File: config.mk
export PLATFORM = sky130hd
export DESIGN_NAME = usb_ep_fifo
export DESIGN_NICKNAME = d
export VERILOG_FILES = /design/src/rtl/usb_ep_fifo_pkg.sv /design/src/rtl/usb_ep_fifo_ram.sv /design/src/rtl/usb_ep_fifo.sv
export SDC_FILE = /design/constraint.sdc
export NUM_CORES = 1
export LEC_CHECK = 0
export BUFFER_PORTS_ARGS = -buffer_cell sky130_fd_sc_hd__buf_2
export CAP_MARGIN = 20
export CORE_MARGIN = 3
export CORE_UTILIZATION = 65
export CTS_BUF_LIST = sky130_fd_sc_hd__clkbuf_4
export CTS_CLUSTER_SIZE = 8
export DETAILED_ROUTE_END_ITERATION = 10
export PLACE_DENSITY = 0.91
export SLEW_MARGIN = 20
export SYNTH_ARGS = -nofsm -noshare
export SYNTH_HDL_FRONTEND = slang
export SYNTH_SLANG_ARGS = --single-unit
File: constraint.sdc
create_clock -name clk_i -period 3.3 [get_ports clk_i]
set_clock_uncertainty 0.05 [all_clocks]
set_input_delay 0 -clock clk_i [delete_from_list [all_inputs] [get_ports clk_i]]
set_output_delay 0 -clock clk_i [all_outputs]
set_load 0.02 [all_outputs]
File: src/rtl/usb_ep_fifo_pkg.sv
// Shared default sizing for the USB endpoint FIFO.
// The first-word-fall-through read mode is selected with USB_EP_FIFO_FWFT_EN.
package usb_ep_fifo_pkg;

  localparam int USB_EP_DW       = 8;
  localparam int USB_EP_DEPTH    = 64;
  localparam int USB_EP_AF_LEVEL = 56;
  localparam int USB_EP_AE_LEVEL = 8;

endpackage

File: src/rtl/usb_ep_fifo_ram.sv
// DEPTH x DW storage for the endpoint FIFO: one synchronous write port, one read port.
// USB_EP_FIFO_FWFT_EN selects an asynchronous read; otherwise the read word is registered.
module usb_ep_fifo_ram #(
  parameter int DW    = 8,
  parameter int DEPTH = 64,
  parameter int AW    = $clog2(DEPTH)
) (
  input  logic          clk_i,
  input  logic          rst_i,
  input  logic          we_i,
  input  logic [AW-1:0] waddr_i,
  input  logic [DW-1:0] wdata_i,
  input  logic          re_i,
  input  logic [AW-1:0] raddr_i,
  output logic [DW-1:0] rdata_o
);

  logic [DW-1:0] mem_q [DEPTH];

  always_ff @(posedge clk_i) begin
    if (we_i) mem_q[waddr_i] <= wdata_i;
  end

`ifdef USB_EP_FIFO_FWFT_EN
  assign rdata_o = mem_q[raddr_i];
`else
  logic [DW-1:0] rdata_q;

  // Holds the last popped word until the next accepted read.
  always_ff @(posedge clk_i or negedge rst_i) begin
    if (!rst_i)    rdata_q <= '0;
    else if (re_i) rdata_q <= mem_q[raddr_i];
  end

  assign rdata_o = rdata_q;
`endif

endmodule

File: src/rtl/usb_ep_fifo.sv
// USB endpoint FIFO: pointers, occupancy level, status decodes and sticky error flags.
// Read timing follows USB_EP_FIFO_FWFT_EN (combinational head word) or registered pop data by default.
module usb_ep_fifo
  import usb_ep_fifo_pkg::*;
#(
  parameter int DW       = USB_EP_DW,
  parameter int DEPTH    = USB_EP_DEPTH,
  parameter int AF_LEVEL = USB_EP_AF_LEVEL,
  parameter int AE_LEVEL = USB_EP_AE_LEVEL
) (
  input  logic                     clk_i,
  input  logic                     rst_i,
  input  logic                     flush,
  input  logic                     clr_err,
  input  logic [DW-1:0]            wr_data,
  input  logic                     wr_en,
  output logic                     full,
  output logic                     almost_full,
  output logic [DW-1:0]            rd_data,
  input  logic                     rd_en,
  output logic                     empty,
  output logic                     almost_empty,
  output logic [$clog2(DEPTH):0]   level,
  output logic                     ovf,
  output logic                     udf
);

  localparam int AW = $clog2(DEPTH);
  localparam int LW = AW + 1;
  localparam logic [AW-1:0] PTR_ONE  = AW'(1);
  localparam logic [LW-1:0] LVL_ONE  = LW'(1);
  localparam logic [LW-1:0] LVL_FULL = LW'(DEPTH);
  localparam logic [LW-1:0] LVL_AF   = LW'(AF_LEVEL);
  localparam logic [LW-1:0] LVL_AE   = LW'(AE_LEVEL);

  logic [AW-1:0] wr_ptr_q, wr_ptr_d;
  logic [AW-1:0] rd_ptr_q, rd_ptr_d;
  logic [LW-1:0] level_q, level_d;
  logic          ovf_q, ovf_d;
  logic          udf_q, udf_d;
  logic          wr_acc, rd_acc;

  assign full         = (level_q == LVL_FULL);
  assign empty        = (level_q == '0);
  assign almost_full  = (level_q >= LVL_AF);
  assign almost_empty = (level_q <= LVL_AE);
  assign level        = level_q;
  assign ovf          = ovf_q;
  assign udf          = udf_q;

  assign wr_acc = wr_en & ~full  & ~flush;
  assign rd_acc = rd_en & ~empty & ~flush;

  always_comb begin
    wr_ptr_d = wr_ptr_q;
    rd_ptr_d = rd_ptr_q;
    level_d  = level_q;
    if (flush) begin
      wr_ptr_d = '0;
      rd_ptr_d = '0;
      level_d  = '0;
    end else begin
      if (wr_acc) wr_ptr_d = wr_ptr_q + PTR_ONE;
      if (rd_acc) rd_ptr_d = rd_ptr_q + PTR_ONE;
      case ({wr_acc, rd_acc})
        2'b10:   level_d = level_q + LVL_ONE;
        2'b01:   level_d = level_q - LVL_ONE;
        default: level_d = level_q;
      endcase
    end
    // A rejection in the same cycle as clr_err keeps the flag set.
    ovf_d = (wr_en & full  & ~flush) | (ovf_q & ~clr_err);
    udf_d = (rd_en & empty & ~flush) | (udf_q & ~clr_err);
  end

  always_ff @(posedge clk_i or negedge rst_i) begin
    if (!rst_i) begin
      wr_ptr_q <= '0;
      rd_ptr_q <= '0;
      level_q  <= '0;
      ovf_q    <= 1'b0;
      udf_q    <= 1'b0;
    end else begin
      wr_ptr_q <= wr_ptr_d;
      rd_ptr_q <= rd_ptr_d;
      level_q  <= level_d;
      ovf_q    <= ovf_d;
      udf_q    <= udf_d;
    end
  end

  usb_ep_fifo_ram #(
    .DW    (DW),
    .DEPTH (DEPTH),
    .AW    (AW)
  ) u_ram (
    .clk_i   (clk_i),
    .rst_i   (rst_i),
    .we_i    (wr_acc),
    .waddr_i (wr_ptr_q),
    .wdata_i (wr_data),
    .re_i    (rd_acc),
    .raddr_i (rd_ptr_q),
    .rdata_o (rd_data)
  );

endmodule

**After elaboration in Yosys (flattened, before gate mapping)**

Memory sizes are Yosys's and may differ from the RTL's. A register that Yosys moved wholly into a read port is not among the register bits.
Index checks and enable logic that the tools add are counted.

- Order comparisons: 2
- Reduce and logical (&&, ||, !) cells: 5
- Eq/ne operators: 3
- Add/subtract/negate cells: 4
- Muxes and demuxes: 8
- Bitwise gates (word level): 16

Operator list:

| kind | number |
|---|---|
| $mux W6 | 4 |
| $pmux W7 S2 | 1 |
| $add A6 B1 Y6 const B | 2 |
| $and A1 B1 Y1 | 10 |
| $add A7 B1 Y7 const B | 1 |
| $eq A7 B7 Y1 const B | 1 |
| $ge A7 B6 Y1 const B | 1 |
| $le A7 B4 Y1 const B | 1 |
| $logic_not A7 Y1 | 1 |
| $mux W7 | 1 |
| $sub A7 B1 Y7 const B | 1 |
| $not A1 Y1 | 4 |
| $reduce_bool A2 Y1 | 2 |
| $reduce_bool A3 Y1 | 1 |
| $eq A2 B1 Y1 const B | 1 |
| $eq A2 B2 Y1 const B | 1 |
| $mux W1 | 2 |
| $or A1 B1 Y1 | 2 |
| $logic_not A1 Y1 | 1 |

- Word-level logic and storage cells: 44
- Memories kept: 1
- Output and inout bits: 21
- Register bits: 21
- Memory bits (writable): 512
- Bits of input ports: 14

Memory list:

| memory | words | bits a word | read ports | clocked after Yosys merged registers in | wr ports | RTL line | RTL |
|---|---|---|---|---|---|---|---|
| u_ram.mem_q | 64 | 8 | 1 | 1 | 1 | usb_ep_fifo_ram.sv:18 | `logic [DW-1:0] mem_q [DEPTH];` |

**Logic depth before layout (Yosys ltp)**

Gate-level depths: netlist (run 1).

- Word-level depth: 7
- Depth in mapped cells: 11
- Depth with buffers taken out: 10

**Cells and area by module**

From an unflattened synthesis (run 1), not the netlist that was laid out.

- Cell total of the unflattened synthesis: 1072
- Area, all modules: 21556.9 um2

Modules (own cells, without submodules):

| module | seq. area each (um2) | instances | cells each | area an instance (um2) |
|---|---|---|---|---|
| usb_ep_fifo_ram | 15574.9 | 1 | 939 | 20226.9 |
| usb_ep_fifo | 525.5 | 1 | 133 | 1330.0 |

**Worst setup path before layout (run 1)**

No wires, ideal clock.

- Path type: reg-to-reg
- From: reg level_q[3], in the netlist level[3]
- To: reg level_q[6], in the netlist level[6]
- Buffers on the path: 1
- Clock period less this slack: 3.121 ns
- Stages on the path, launching flop included: 11
- Setup time: 0.111 ns
- Arrival: 2.960 ns
- Data required time: 3.139 ns
- Path slack: 0.179 ns
- Cells stage by stage: dfrtp_1 > buf_2 > or4_1 > o21ai_2 > nand2_1 > xnor2_1 > ha_1 > nor4_1 > nor3_1 > o311a_1 > a2111oi_2

- Longest elaborated chain between the ends: 7
- Elaborated cells between the ends (all ways): 15
- Classes of those cells: add/sub (2); eq/ne (3); mux (2); bitwise (6); reduce/logical (2)

RTL lines:

| what | RTL line | RTL |
|---|---|---|
| start, declared | usb_ep_fifo.sv:38 | `logic [LW-1:0] level_q, level_d;` |
| start signal, assigned | usb_ep_fifo.sv:86 | `level_q <= level_d;` |
| $eq A7 B7 Y1 or $logic_not A7 Y1 (tied branches) | usb_ep_fifo.sv:43, usb_ep_fifo.sv:44 |  |
| $not A1 Y1 (on tied branches) | usb_ep_fifo.sv:51, usb_ep_fifo.sv:52 |  |
| $and A1 B1 Y1 (on tied branches) (2 in series) | usb_ep_fifo.sv:51, usb_ep_fifo.sv:52 |  |
| $eq A2 B1 Y1 or $eq A2 B2 Y1 (tied branches) | usb_ep_fifo.sv:65 | `case ({wr_acc, rd_acc})` |
| $pmux W7 S2 | usb_ep_fifo.sv:65 |  |
| $mux W7 | usb_ep_fifo.sv:58 | `if (flush) begin` |

Parallel ways exist; a longest one is shown, timed or not.
A chain may end at the register's enable or synchronous reset.

**Final worst setup path (run 1)**

- From: reg level_q[5], in the netlist level[5]
- To: mem u_ram.mem_q[33][3], enable pin

- Longest elaborated chain between the ends: 6

RTL lines:

| what | RTL line | RTL |
|---|---|---|
| $eq A7 B7 Y1 | usb_ep_fifo.sv:43 | `assign full = (level_q == LVL_FULL);` |
| $not A1 Y1 | usb_ep_fifo.sv:51 | `assign wr_acc = wr_en & ~full & ~flush;` |
| $and A1 B1 Y1 (2 in series) | usb_ep_fifo.sv:51 |  |
| $mux W1 | usb_ep_fifo_ram.sv:21 | `if (we_i) mem_q[waddr_i] <= wdata_i;` |
| $mux W1 (implied by the code) | usb_ep_fifo_ram.sv:21 |  |
| end, declared | usb_ep_fifo_ram.sv:18 |  |

Every way passes these cells.

==> flow_metrics.tcl, run 1 <==
set metrics [dict create \
    status "complete, no violations" \
    min_period_ns 3.13 \
    cp-end-kind "flop" \
    yosysMostFrequentCell "edfxtp_1" \
    dieArea_mm2 0.0353 \
    critPathLaunchType "flop" \
    yosys_warnings 0 \
    dr.pass1.iters 6 \
    ys_async_sr_fraction_pct 5.36 \
    synth_area_mm2 0.0215 \
    r2r.worst_path.cells 7 \
    p_comb_share_pct 17.9 \
    min-delay-path-class "in -> reg" \
    worstSetupPathType "reg -> reg" \
    drt_wl_total_um 53900 \
    avgViaCountPerCell 6.95 \
    nets 1323 \
    synth_common_cells "512 x edfxtp_1, 128 x mux4_2, 84 x nor2_1" \
    hold_viol 0 \
    place_hpwl_um 30100 \
    seq_area_frac_synth_pct 74.8 \
    syn2layout_area_growth_pct 14.5 \
    grt_start_max_net_pins 65 \
    synth_nets 1103 \
    fp.dieW_um 188 \
    rr_endpoint "u_ram.mem_q[33][3]$_DFFE_PP_" \
    p_clk_share_pct 33.7 \
    switchingPower_uw 4540 \
    finalCritPeriodShare_pct 94.9 \
    power_uw 16300 \
    drt-initial-drc-count 2125 \
    fp.dieH_um 188 \
    swShare_pct 27.9 \
    syn_area_per_cell_um2 19.8 \
    worstHoldStart "wr_data[7]" \
    setup_tns_ns 0 \
    num_rows 66 \
    yosysTopAreaCell "edfxtp_1" \
    core_mm2 0.0326 \
    n_fill_cell 1609 \
    globalRouteTotalUtil_pct 31.5 \
    cts_num_sinks 541 \
    insertion_delay_ns 0.84 \
    tightest_slew_ns 1.20 \
    grt_pass1_wl_um 81800 \
    crit_fanout 8 \
    start_util_pct 66.0 \
    cts_tree "done" \
    ant_nets 0 \
    peakVddDrop_uv 414 \
    synthTopCellsByArea "edfxtp_1 71%, mux4_2 13%, dfrtp_1 3.4%" \
    utilization_pct 75.6 \
    setup_violations 0 \
    synth_edf_count 512 \
    power.leakage_uw 0.00804 \
    slew_headroom_pct 20.3 \
    p_int_uw 11800 \
    maxCapViolCount 0 \
    cp.required_ns 3.74 \
    dpl_cell_area_mm2 0.0227 \
    route.detailed.drc 0 \
    grt_overflow 0 \
    io_buffers 34 \
    holdPathStages 2 \
    cpPeakStageDelay_ns 0.72 \
    drive_gt1_share_pct 35.6 \
    final_cell_area_mm2 0.0246 \
    synth_cell_types 61 \
    crit_slowest_cell "nor3_1" \
    syn-instance-count 1085 \
    max_freq_mhz 319 \
    layout_setup_ws_ns 0.168 \
    dp_slack_ns 0.288 \
    cts_max_path_buffers 3 \
    rrSetupSlack_ns 0.17 \
    timing.rr.start "level[5]$_DFFE_PN0P_" \
    synth-main-ff-cell "edfxtp_1" \
    clk_pin_slew_worst_paths_ns 0.08 \
    critPathArrivalTime_ns 3.57 \
    routedWlPerCell_um 29.3 \
    via_count 12800 \
    grt_pass1_vias 13000 \
    ys_ff_latch 541 \
    slew_violations 0 \
    antenna_found_initial 1 \
    hold_end "u_ram.mem_q[45][7]$_DFFE_PP_" \
    rsz0062_at_grt "no" \
    gp_congestion 0.896 \
    cts-root-buf "clkbuf_4" \
    p_seq_share_pct 48.4 \
    cts_buffers 134 \
    synth_top_area_share_pct 71.4 \
    h-tree-depth 4 \
    num_io_pins 35 \
    cellPowerDensity_mw_per_mm2 661 \
    cp_cell_sequence "nor4_4 > nand3_1 > inv_1 > nor3_1 > nand2_1 > nor2_1 > buf_4" \
]
[final cells by class]
class / instances / area, um^2 / area share [%]
Antenna cell: 1 / 2.50 / 0.0102
Sequential cell: 541 / 16100 / 65.4
Clock buffer: 190 / 1430 / 5.79
Clock inverter: 40 / 235 / 0.955
Inverter: 9 / 33.8 / 0.137
Timing Repair Buffer: 149 / 1190 / 4.84
Tap cell: 442 / 553 / 2.24
Multi-Input combinational cell: 470 / 5090 / 20.6
[power groups by stage]
stage	Clock, uW	Sequential [uW]	Combinational [uW]
after global routing	5920	7910	3090
after floorplan	0	7980	1890
after detailed placement	0	8040	2810
final	5480	7890	2920
after global placement	0	8030	2740
after CTS	5550	7890	2870
[routing by layer]
| metal | up-vias | wire [um] | global-route usage, % |
|---|---|---|---|
| met5 | - | 0 | 0 |
| met3 | 235 | 6660 | 8.06 |
| met4 | 0 | 2700 | 14.5 |
| li1 | 5027 | - | - |
| met1 | 6340 | 18800 | 43.7 |
| met2 | 1191 | 25800 | 48.1 |
[sequential cells by signal (all words and copies together), names as in the netlist]
signal / flops
u_ram.mem_q: 512
u_ram.rdata_o: 8
level: 7
rd_ptr_q: 6
wr_ptr_q: 6
ovf: 1
udf: 1
[kinds of logic (layout without fill, tap and decap cells)]
group | after synthesis | after routing | synth area share, %
flip-flops | 541 | 541 | 74.8
AND/OR/NAND/NOR | 182 | 182 | 4.15
multiplexers | 158 | 158 | 14.9
AO/OA/AOI/OAI | 114 | 114 | 3.88
buffers and inverters | 74 | 388 | 1.59
XOR/XNOR | 12 | 12 | 0.488
adder cells (fa/ha/maj) | 4 | 4 | 0.232
other | 0 | 1 | 0
[placed cells by master (no fill, tap or decap), types with 4 or more instances in the layout]
cell and n:
nor4_1 9, clkbuf_4 190, xnor2_1 6, buf_2 27
buf_4 97, nor2_1 83, clkinv_1 21, ha_1 4
a211oi_1 5, edfxtp_1 512, nor2b_1 10, nand2b_1 6
a2111oi_0 14, mux2_2 15, nor3_1 6, o22ai_1 30
nand3_1 11, or3_1 4, buf_12 8, o221ai_1 7
o21ai_0 17, a221o_1 7, a31oi_1 5, a21oi_1 9
inv_2 6, mux2i_1 15, nand4_1 4, nand2_1 24
xor2_1 6, inv_1 9, dfrtp_1 26, clkinv_2 5
nand3b_1 8, dlygate4sd3_1 17, mux4_2 128
[how the worst max path moves through the flow]
stage / to / cells past startpoint / slack, ns / start
final: u_ram.mem_q[33][3]$_DFFE_PP_ / 7 / 0.17 / level[5]$_DFFE_PN0P_
after global routing: level[6]$_DFFE_PN0P_ / 9 / 0.02 / level[5]$_DFFE_PN0P_
after CTS: level[6]$_DFFE_PN0P_ / 9 / 0.30 / level[5]$_DFFE_PN0P_
after detailed placement: level[6]$_DFFE_PN0P_ / 10 / 0.29 / level[1]$_DFFE_PN0P_
after global placement: level[6]$_DFFE_PN0P_ / 9 / 0.38 / level[5]$_DFFE_PN0P_
after floorplan: level[6]$_DFFE_PN0P_ / 10 / 0.18 / level[3]$_DFFE_PN0P_
[through the flow]
stage	instances	hold WS, ns
2_1_floorplan	1085	-0.346
3_3_place_gp	1592	0.0428
3_5_place_dp	1592	0.0561
4_1_cts	1840	0.0755
5_1_grt	1842	0.0548
6_report	1842	0.0850
[critical path, delay by kind of cell (launching register included)]
kind / cells / cell delay [ns]
and+or+nand+nor: 5 / 1.86
buffers and inverters: 2 / 0.37
DFF: 1 / 0.52
[timing repair]
item | in CTS | in global routing
setup buffers | 0 | 0
setup endpoints to repair | 0 | 1
gates resized for setup | 0 | 1
hold endpoints to repair | 481 | 0
hold buffers | 18 | 0
Power figures use the tool's default switching activity.
==> inputs of run 2 (changes only) <==
- BUFFER_PORTS_ARGS: -buffer_cell sky130_fd_sc_hd__buf_2 -> -buffer_cell sky130_fd_sc_hd__buf_4
- REMOVE_ABC_BUFFERS: not set -> 1
==> flow_metrics.tcl, run 2 (synthesis results as in run 1) <==
set metrics [dict create \
    nets 1317 \
    antenna_found_initial 1 \
    top_register "u_ram.mem_q" \
    dp_slack_ns 0.107 \
    critPathLaunchType "flop" \
    num_rows 66 \
    cp.required_ns 3.75 \
    multiInputGateArea_mm2 0.00509 \
    rr_endpoint "u_ram.mem_q[37][5]$_DFFE_PP_" \
    ant_nets 0 \
    min-delay-path-class "in -> reg" \
    slew_violations 0 \
    avgViaCountPerCell 6.94 \
    cts-root-buf "clkbuf_4" \
    layout_commonest_cell "edfxtp_1" \
    max_freq_mhz 317 \
    rrSetupSlack_ns 0.15 \
    grt_start_max_net_pins 65 \
    fp.dieW_um 188 \
    drive_gt1_share_pct 35.1 \
    dpl_cell_area_mm2 0.0228 \
    tightest_slew_ns 0.807 \
    layout_common_cells "512 x edfxtp_1, 193 x clkbuf_4, 128 x mux4_2" \
    cts_max_path_buffers 3 \
    holdPathStages 3 \
    cts_num_sinks 541 \
    n_fill_cell 1614 \
    io_buffers 34 \
    drt-initial-drc-count 1964 \
    rsz0062_at_grt "no" \
    critPathLaunch "level[4]$_DFFE_PN0P_" \
    worstSetupPathType "reg -> reg" \
    final_cell_area_mm2 0.0247 \
    dr.pass1.iters 8 \
    setup_tns_ns 0 \
    syn2layout_area_growth_pct 14.8 \
    setup_violations 0 \
    cp-end-kind "flop" \
    crit_fanout 13 \
    cts_tree "done" \
    routedWlPerCell_um 29.0 \
    core_mm2 0.0326 \
    drt_wl_total_um 53500 \
    dieArea_mm2 0.0353 \
    fp.dieH_um 188 \
    layout_setup_ws_ns 0.147 \
    gp_congestion 0.916 \
    cts_buffers 132 \
    hold_viol 0 \
    num_io_pins 35 \
    r2r.worst_path.cells 7 \
    largest_reg_flops 512 \
    start_util_pct 66.0 \
    finalCritPeriodShare_pct 95.5 \
    setup.worst_path.end "u_ram.mem_q[37][5]$_DFFE_PP_" \
    timing.rr.start "level[4]$_DFFE_PN0P_" \
    power_uw 16500 \
    maxCapViolCount 0 \
    peakVddDrop_uv 391 \
    route.detailed.drc 0 \
    globalRouteTotalUtil_pct 31.4 \
    grt_pass1_vias 13100 \
    critPathArrivalTime_ns 3.61 \
    regArea_mm2 0.0161 \
    clk_pin_slew_worst_paths_ns 0.07 \
    power.leakage_uw 0.00803 \
    slew_headroom_pct 45.7 \
    cellPowerDensity_mw_per_mm2 665 \
    grt_overflow 0 \
    via_count 12800 \
    h-tree-depth 4 \
    insertion_delay_ns 0.83 \
    place_hpwl_um 30100 \
    status "complete, no violations" \
    min_period_ns 3.15 \
    grt_pass1_wl_um 81900 \
]
==> run 2: cell types whose count changed in the layout (fill, tap and decap cells not counted), sizes merged <==
cell         before  now
clkinv           29   36
bufinv            2    1
clkinvlp          3    4
inv              15   13
clkbuf          190  193
buf             132  127
dlygate4sd3      17   18
==> run 2: routing by layer <==
metal | vias to the layer above | part of all wire [%] | global-route usage, %
met5 | - | 0 | 0
met3 | 246 | 12 | 8.52
met4 | 0 | 4.9 | 14.9
li1 | 5025 | - | -
met2 | 1207 | 49 | 49.5
met1 | 6325 | 33 | 41.8
==> run 2: critical path, stage by stage, from the launching register on <==
cell and delay [ns]:
dfrtp_1 0.65, nor4_4 0.13, nand3_1 0.18, inv_1 0.15, nor3b_1 0.48, nand2_1 0.59, nor2_1 0.38, buf_4 0.23
==> run 2: worst min-delay path by stage <==
stage           from                 endpoint  slack (ns)
3_3_place_gp   rst_i     level[6]$_DFFE_PN0P_        -0.1
6_report       flush  rd_ptr_q[0]$_DFFE_PN0P_        0.09
3_5_place_dp   rst_i            udf$_DFF_PN0_       -0.10
4_1_cts        flush  rd_ptr_q[0]$_DFFE_PN0P_        0.01
2_1_floorplan  rst_i     level[0]$_DFFE_PN0P_       -0.35
5_1_grt        flush  wr_ptr_q[5]$_DFFE_PN0P_        0.08
==> run 2: what timing repair did <==
action | 4_1_cts | 5_1_grt
hold endpoints to repair | 566 | 0
setup endpoints to repair | 0 | 1
buffers inserted | 0 | 0
hold buffers | 19 | 0
resized for setup | 0 | 2
==> run 2: final cells by class <==
type                    instances  area share (%)
repair buffers                145            4.99
clock buffers                 193            5.86
flip-flops and latches        541            65.2
multi-input cells             470            20.6
well taps                     442            2.24
inverters                       9           0.137
diodes                          1          0.0101
clock inverters                45           0.992
==> run 2: stage by stage <==
stage / util, % / hold WS [ns] / instances
after floorplan: - / -0.346 / 1020
after global placement: 70.0 / -0.0953 / 1588
after detailed placement: 70.0 / -0.101 / 1588
after CTS: 75.8 / 0.0104 / 1845
after global routing: 75.8 / 0.0842 / 1846
final: 75.8 / 0.0926 / 1846
==> run 2: report_power, final <==
group	total (uW)	leakage [uW]	internal [uW]	switching, uW
sequential	7910	0.00498	7640	270
clock	5500	0.000992	2800	2700
combinational	3040	0.00206	1370	1670
total	16500	0.00803	11800	4640
